`src/rtl/alu_pkg.sv`:
```
// rtl/alu_pkg.sv - shared constants and state encoding for the ALU UART sequencer
//
// Purpose: default widths, ALU opcode values and the sequencer state
// encoding, shared by alu_uart_if and alu_if_timer.
// Ports: none (package).

package alu_pkg;

  localparam int BUS_SIZE_DEF       = 8;
  localparam int OPCODE_SIZE_DEF    = 6;
  localparam int TIMEOUT_CYCLES_DEF = 1000000;

  // ALU opcodes carried in the low OPCODE_SIZE bits of the third frame byte
  localparam logic [5:0] OP_ADD = 6'b100000;
  localparam logic [5:0] OP_SUB = 6'b100010;
  localparam logic [5:0] OP_AND = 6'b100100;
  localparam logic [5:0] OP_OR  = 6'b100101;
  localparam logic [5:0] OP_XOR = 6'b100110;
  localparam logic [5:0] OP_NOR = 6'b100111;
  localparam logic [5:0] OP_SRL = 6'b000010;
  localparam logic [5:0] OP_SRA = 6'b000011;

  typedef enum logic [2:0] {
    ST_IDLE      = 3'd0,
    ST_WAIT_B    = 3'd1,
    ST_WAIT_OP   = 3'd2,
    ST_EXEC      = 3'd3,
    ST_TX_RES    = 3'd4,
    ST_WAIT_RES  = 3'd5,
    ST_TX_STAT   = 3'd6,
    ST_WAIT_STAT = 3'd7
  } alu_if_state_e;

endpackage

```
`src/rtl/alu_if_timer.sv`:
```
// rtl/alu_if_timer.sv - inter-byte idle counter with clear and expire flag
//
// Purpose: counts enabled cycles since the last clear; o_expire is high while
// enabled and the count has reached TIMEOUT_CYCLES-1.
// Ports:
//   i_clock    clock
//   i_reset_n  asynchronous active-low reset
//   i_clear    restart the count at 0 on the next edge
//   i_enable   count this cycle (count holds when low)
//   o_expire   idle limit reached while enabled

module alu_if_timer
  import alu_pkg::*;
#(
  parameter int TIMEOUT_CYCLES = TIMEOUT_CYCLES_DEF
) (
  input  logic i_clock,
  input  logic i_reset_n,
  input  logic i_clear,
  input  logic i_enable,
  output logic o_expire
);

  localparam int CW = (TIMEOUT_CYCLES > 1) ? $clog2(TIMEOUT_CYCLES) : 1;
  localparam logic [CW-1:0] LAST = CW'(TIMEOUT_CYCLES - 1);

  logic [CW-1:0] count_q;
  logic [CW-1:0] count_d;

  always_comb begin
    count_d = count_q;
    if (i_clear) begin
      count_d = '0;
    end else if (i_enable && (count_q != LAST)) begin
      // saturate at LAST so a held enable never wraps back to zero
      count_d = count_q + CW'(1);
    end
  end

  always_ff @(posedge i_clock or negedge i_reset_n) begin
    if (!i_reset_n) begin
      count_q <= '0;
    end else begin
      count_q <= count_d;
    end
  end

  assign o_expire = i_enable && (count_q == LAST);

endmodule

```
`src/rtl/alu_uart_if.sv`:
```
// rtl/alu_uart_if.sv - UART frame sequencer feeding a combinational ALU
//
// Purpose: collects operand A, operand B and opcode bytes from a UART
// receiver, presents them to the ALU, then returns the result byte and a
// status byte (carry in bit 0) through the UART transmitter.
// Ports:
//   i_clock, i_reset_n        clock, asynchronous active-low reset
//   i_rx_data, i_rx_done      received byte and its one-cycle strobe
//   i_tx_done                 transmitter finished the current byte
//   i_alu_result, i_alu_carry combinational ALU outputs
//   o_alu_a, o_alu_b, o_alu_op ALU operand and opcode registers
//   o_tx_start, o_tx_data     transmit strobe and byte
//   o_busy                    not idle
//   o_overrun                 sticky: a byte arrived during execute/transmit
//   o_timeout                 one-cycle pulse when a partial frame is dropped

module alu_uart_if
  import alu_pkg::*;
#(
  parameter int BUS_SIZE       = BUS_SIZE_DEF,
  parameter int OPCODE_SIZE    = OPCODE_SIZE_DEF,
  parameter int TIMEOUT_CYCLES = TIMEOUT_CYCLES_DEF
) (
  input  logic                   i_clock,
  input  logic                   i_reset_n,
  input  logic [BUS_SIZE-1:0]    i_rx_data,
  input  logic                   i_rx_done,
  input  logic                   i_tx_done,
  input  logic [BUS_SIZE-1:0]    i_alu_result,
  input  logic                   i_alu_carry,
  output logic [BUS_SIZE-1:0]    o_alu_a,
  output logic [BUS_SIZE-1:0]    o_alu_b,
  output logic [OPCODE_SIZE-1:0] o_alu_op,
  output logic                   o_tx_start,
  output logic [BUS_SIZE-1:0]    o_tx_data,
  output logic                   o_busy,
  output logic                   o_overrun,
  output logic                   o_timeout
);

  alu_if_state_e state_q, state_d;

  logic [BUS_SIZE-1:0]    alu_a_q, alu_a_d;
  logic [BUS_SIZE-1:0]    alu_b_q, alu_b_d;
  logic [OPCODE_SIZE-1:0] alu_op_q, alu_op_d;
  logic [BUS_SIZE-1:0]    tx_data_q, tx_data_d;
  logic                   carry_q, carry_d;
  logic                   overrun_q, overrun_d;
  logic                   timeout_q, timeout_d;

  logic timer_clear;
  logic timer_enable;
  logic timer_expire;

  // Only the receive-side waits are bounded; a stalled transmitter is not
  // this block's to abandon.
  assign timer_enable = (state_q == ST_WAIT_B) || (state_q == ST_WAIT_OP);
  assign timer_clear  = i_rx_done || (state_d != state_q);

  alu_if_timer #(
    .TIMEOUT_CYCLES(TIMEOUT_CYCLES)
  ) u_timer (
    .i_clock   (i_clock),
    .i_reset_n (i_reset_n),
    .i_clear   (timer_clear),
    .i_enable  (timer_enable),
    .o_expire  (timer_expire)
  );

  always_comb begin
    state_d   = state_q;
    alu_a_d   = alu_a_q;
    alu_b_d   = alu_b_q;
    alu_op_d  = alu_op_q;
    tx_data_d = tx_data_q;
    carry_d   = carry_q;
    overrun_d = overrun_q;
    timeout_d = 1'b0;

    case (state_q)
      ST_IDLE: begin
        if (i_rx_done) begin
          alu_a_d = i_rx_data;
          state_d = ST_WAIT_B;
        end
      end
      ST_WAIT_B: begin
        // a byte landing on the expiry cycle still counts
        if (i_rx_done) begin
          alu_b_d = i_rx_data;
          state_d = ST_WAIT_OP;
        end else if (timer_expire) begin
          timeout_d = 1'b1;
          state_d   = ST_IDLE;
        end
      end
      ST_WAIT_OP: begin
        if (i_rx_done) begin
          alu_op_d = i_rx_data[OPCODE_SIZE-1:0];
          state_d  = ST_EXEC;
        end else if (timer_expire) begin
          timeout_d = 1'b1;
          state_d   = ST_IDLE;
        end
      end
      ST_EXEC: begin
        // operands have been stable for a full cycle; sample the ALU
        tx_data_d = i_alu_result;
        carry_d   = i_alu_carry;
        state_d   = ST_TX_RES;
      end
      ST_TX_RES: begin
        state_d = ST_WAIT_RES;
      end
      ST_WAIT_RES: begin
        if (i_tx_done) begin
          tx_data_d = {{(BUS_SIZE-1){1'b0}}, carry_q};
          state_d   = ST_TX_STAT;
        end
      end
      ST_TX_STAT: begin
        state_d = ST_WAIT_STAT;
      end
      ST_WAIT_STAT: begin
        if (i_tx_done) begin
          state_d = ST_IDLE;
        end
      end
      default: begin
        state_d = ST_IDLE;
      end
    endcase

    // Bytes arriving once the frame is complete are dropped but flagged.
    if (i_rx_done && (state_q != ST_IDLE) && (state_q != ST_WAIT_B) &&
        (state_q != ST_WAIT_OP)) begin
      overrun_d = 1'b1;
    end
  end

  always_ff @(posedge i_clock or negedge i_reset_n) begin
    if (!i_reset_n) begin
      state_q   <= ST_IDLE;
      alu_a_q   <= '0;
      alu_b_q   <= '0;
      alu_op_q  <= '0;
      tx_data_q <= '0;
      carry_q   <= 1'b0;
      overrun_q <= 1'b0;
      timeout_q <= 1'b0;
    end else begin
      state_q   <= state_d;
      alu_a_q   <= alu_a_d;
      alu_b_q   <= alu_b_d;
      alu_op_q  <= alu_op_d;
      tx_data_q <= tx_data_d;
      carry_q   <= carry_d;
      overrun_q <= overrun_d;
      timeout_q <= timeout_d;
    end
  end

  // Strobes decode straight from state so reset silences them immediately.
  assign o_tx_start = (state_q == ST_TX_RES) || (state_q == ST_TX_STAT);
  assign o_busy     = (state_q != ST_IDLE);
  assign o_alu_a    = alu_a_q;
  assign o_alu_b    = alu_b_q;
  assign o_alu_op   = alu_op_q;
  assign o_tx_data  = tx_data_q;
  assign o_overrun  = overrun_q;
  assign o_timeout  = timeout_q;

endmodule

```
`config.mk`:
```
export PLATFORM = sky130hd
export DESIGN_NAME = alu_uart_if
export DESIGN_NICKNAME = d
export VERILOG_FILES = /design/src/rtl/alu_pkg.sv /design/src/rtl/alu_if_timer.sv /design/src/rtl/alu_uart_if.sv
export SDC_FILE = /design/constraint.sdc
export NUM_CORES = 1
export LEC_CHECK = 0
export BUFFER_PORTS_ARGS = -buffer_cell sky130_fd_sc_hd__buf_2
export CAP_MARGIN = 20
export CORE_AREA = 2 2 98 100
export CTS_BUF_LIST = sky130_fd_sc_hd__clkbuf_4 sky130_fd_sc_hd__clkbuf_8 sky130_fd_sc_hd__clkbuf_16
export DETAILED_ROUTE_END_ITERATION = 10
export DIE_AREA = 0 0 100 102
export SLEW_MARGIN = 5
export SYNTH_ARGS = -nofsm -noshare
export SYNTH_HDL_FRONTEND = slang
export SYNTH_HIERARCHICAL = 1
export SYNTH_SLANG_ARGS = --single-unit
```
`constraint.sdc`:
```
create_clock -name i_clock -period 3.4 [get_ports i_clock]
set_input_delay 0.68 -clock i_clock [delete_from_list [all_inputs] [get_ports i_clock]]
set_output_delay 0.68 -clock i_clock [all_outputs]
set_load 0.03 [all_outputs]
```
==> flow_summary.toml <==
[setup_path]
cp.required_ps = 3600
rr_worst_depth = 9
crit_slowest_cell = "o311ai_2"
crit_buf_inv = 1
slowest_delay_ps = 690
worstPathArrival_ps = 3120
crit_family = "compound AO/OA/AOI/OAI gates"
reg2reg_slack_ps = 480
path_class = "flip-flop to flip-flop"
r2r_start = "state_q[0]"
cp_max_fo = 16
path_cells = "xnor2_1, nor2_1, and4_1, nand3_1, nor2_1, a21oi_1, o311ai_2, buf_4, a21oi_1"
cp-start-kind = "flip-flop"
reg2reg_to = "u_timer/count_q[15]"
critPathCaptureType = "flip-flop"

[sta]
max_slew_margin_pct = 45.97
worst_slack_ps = 480.2
worst_slew_pin_slew_ps = 808.7
clock.fmax_mhz = 342.5
min_period_ps = 2920
finalSetupViolCount = 0
setup-tns-final_ps = 0
fin_crit_sh_pct = 85.88
fin_skew_ps = 6.939
rsz0062_at_grt = "false"
hold_viol = 0
slew_viol_final = 0
timing.hold.ws_ps = 364.7

[floorplan]
core_area_sq_mm = 0.009109
fp.dieH_um = 102
row_count = 35
io_pins = 55
die-area_sq_mm = 0.01020
initial_core_util_pct = 29.68
die_w_um = 100

[logic_synthesis]
synth-seq-cells = 56
synth_edf_count = 0
synth_top_cell_by_area = "dfrtp_1"
yosysWarningCount = 6
syn_avg_cell_area_sq_um = 11.27
synth_cell_types = 50
ys_top_cells_by_count = "dfrtp_1, nor2_1, mux2_2"
syn_nets = 262
yosys-top-cells-area = "dfrtp_1, mux2_2, nor2_1"
synthFlopType = "dfrtp_1"
netlist_instances = 240
yosysSeqAreaShare_pct = 51.83
postSynth.asyncResetShare_pct = 100.0
synth_area_sq_mm = 0.002704
synth_most_common_cell = "dfrtp_1"
synth_top_area_share_pct = 51.83

[global_route]
antenna_found_initial = 0
grt_max_degree = 46
grt_first_pass_wirelength_um = 9977
grt_pass1_vias = 2050
grt-ovfl-total = 0
track_usage_pct = 12.21

[pwr]
p_leak_nw = 1.465
peakVddDrop_uv = 327.2
p_per_area_mw_per_mm2 = 782.7

[placed_design]
portBuffers = 54
gp_congestion = 0.8289
post-dp-hpwl_um = 4267
pre_cts_ws_ps = 512.0

[drt]
drc = 0
vias = 2021
post_drt_wl_per_cell_um = 14.42
drtAntennaViolNets = 0
drt_iter0_drc = 126
routed_wl_um = 5941
drt-vias-per-instance = 4.905
dr.pass1.iters = 4

[clock_tree]
cts_buffers = 5
htreeDepth = 2
postCtsHoldBufs = 0
clkTransAtPathRegs_ps = 110
root_buffer = "clkbuf_8"
insertion_delay_ps = 320
clock_path_buffers = 2
cts.repair.resized = 0
cts_sinks = 56
cts_setup_buffers = 0
cts_tree = "built"

[run_status]
status = "complete, no violations"

[final_layout]
nets = 322
postLayoutCoreUtil_pct = 35.91
multi_input_area_sq_mm = 0.001231
area_delta_synth_final_pct = 20.96
regArea_sq_mm = 0.001401
fillers = 908
antenna_cells = 0
drive_above_1_share_pct = 37.21

[min_path]
hold_path.class = "input port to asynchronous set/reset pin"

[job]
maxCapViolCount = 0
[per-stage QoR]
step	power, mW	area (sq um)	instances
after detailed placement	2.126	3124	403
after global placement	2.098	3124	403
after floorplan	1.796	2704	240
after global routing	2.725	3271	412
final	2.560	3271	412
after CTS	2.589	3243	411
[flip-flops by register name, indices dropped and copies added, names as in the netlist]
name,flops
o_alu_op,6
o_alu_a,8
o_tx_data,8
o_timeout,1
carry_q,1
state_q,3
u_timer/count_q,20
o_overrun,1
o_alu_b,8
[kinds of logic (layout without fill, tap and decap cells)]
logic type | count (synthesis) | count (layout) | share of synthesized area, %
AO/OA/AOI/OAI | 40 | 40 | 10.46
XOR/XNOR | 14 | 14 | 4.535
adder cells (fa/ha/maj) | 1 | 1 | 0.4627
buffers and inverters | 17 | 78 | 2.915
flip-flops | 56 | 56 | 51.83
multiplexers | 25 | 25 | 10.32
AND/OR/NAND/NOR | 87 | 87 | 19.48
[per-layer routing]
layer  part of all wire [%]  track usage, %  up-vias  wire (um)
met5                      0               0        -          0
met4                    1.4           4.110        0         85
met3                    4.3           3.283        6        254
met2                     50           20.17       35       2985
met1                     44           15.63     1003       2616
li1                       -               -      977          -
[worst max-delay path by stage]
stage	from	to	slack, ps	cells after the start
after global routing	state_q[0]	u_timer/count_q[15]	190	9
after CTS	state_q[0]	u_timer/count_q[19]	480	9
after floorplan	state_q[0]	u_timer/count_q[0]	460	12
after global placement	state_q[0]	u_timer/count_q[15]	640	9
after detailed placement	state_q[0]	u_timer/count_q[15]	510	9
final	state_q[0]	u_timer/count_q[15]	480	9
[layout make-up]
| type | count | share of cell area, % |
|---|---|---|
| clock buffer | 5 | 2.104 |
| clock inverter | 3 | 1.530 |
| inverter | 8 | 0.9181 |
| multi-input combinational | 167 | 37.64 |
| sequential | 56 | 42.85 |
| tap | 111 | 4.246 |
| timing repair buffer | 62 | 10.71 |
[power by group]
part | switching [mW] | leakage [nW] | total, mW | internal (mW)
clock network | 0.236 | 0.0607 | 0.464 | 0.228
logic | 0.718 | 0.684 | 1.12 | 0.401
registers | 0.125 | 0.720 | 0.977 | 0.852
total | 1.08 | 1.46 | 2.56 | 1.48
[layout by cell type, fill, tap and decap left out, types with 2 or more instances in the layout]
cell / count
a21o_1: 3
inv_1: 7
buf_2: 54
nand2b_1: 2
nor3_1: 3
or2_2: 2
nor2_1: 26
clkbuf_8: 5
nand2_1: 16
o31ai_1: 3
o221a_2: 3
or4_1: 4
a311oi_1: 4
o21ai_0: 4
nand3_1: 6
mux2i_1: 2
buf_4: 7
a21oi_1: 13
a22oi_1: 2
nor4_1: 2
mux2_2: 23
xor2_1: 6
and4_1: 2
nor2b_1: 3
and3_1: 7
o211ai_1: 2
dfrtp_1: 56
nand4_1: 2
xnor2_1: 8
(Power assumes the default switching activity.)
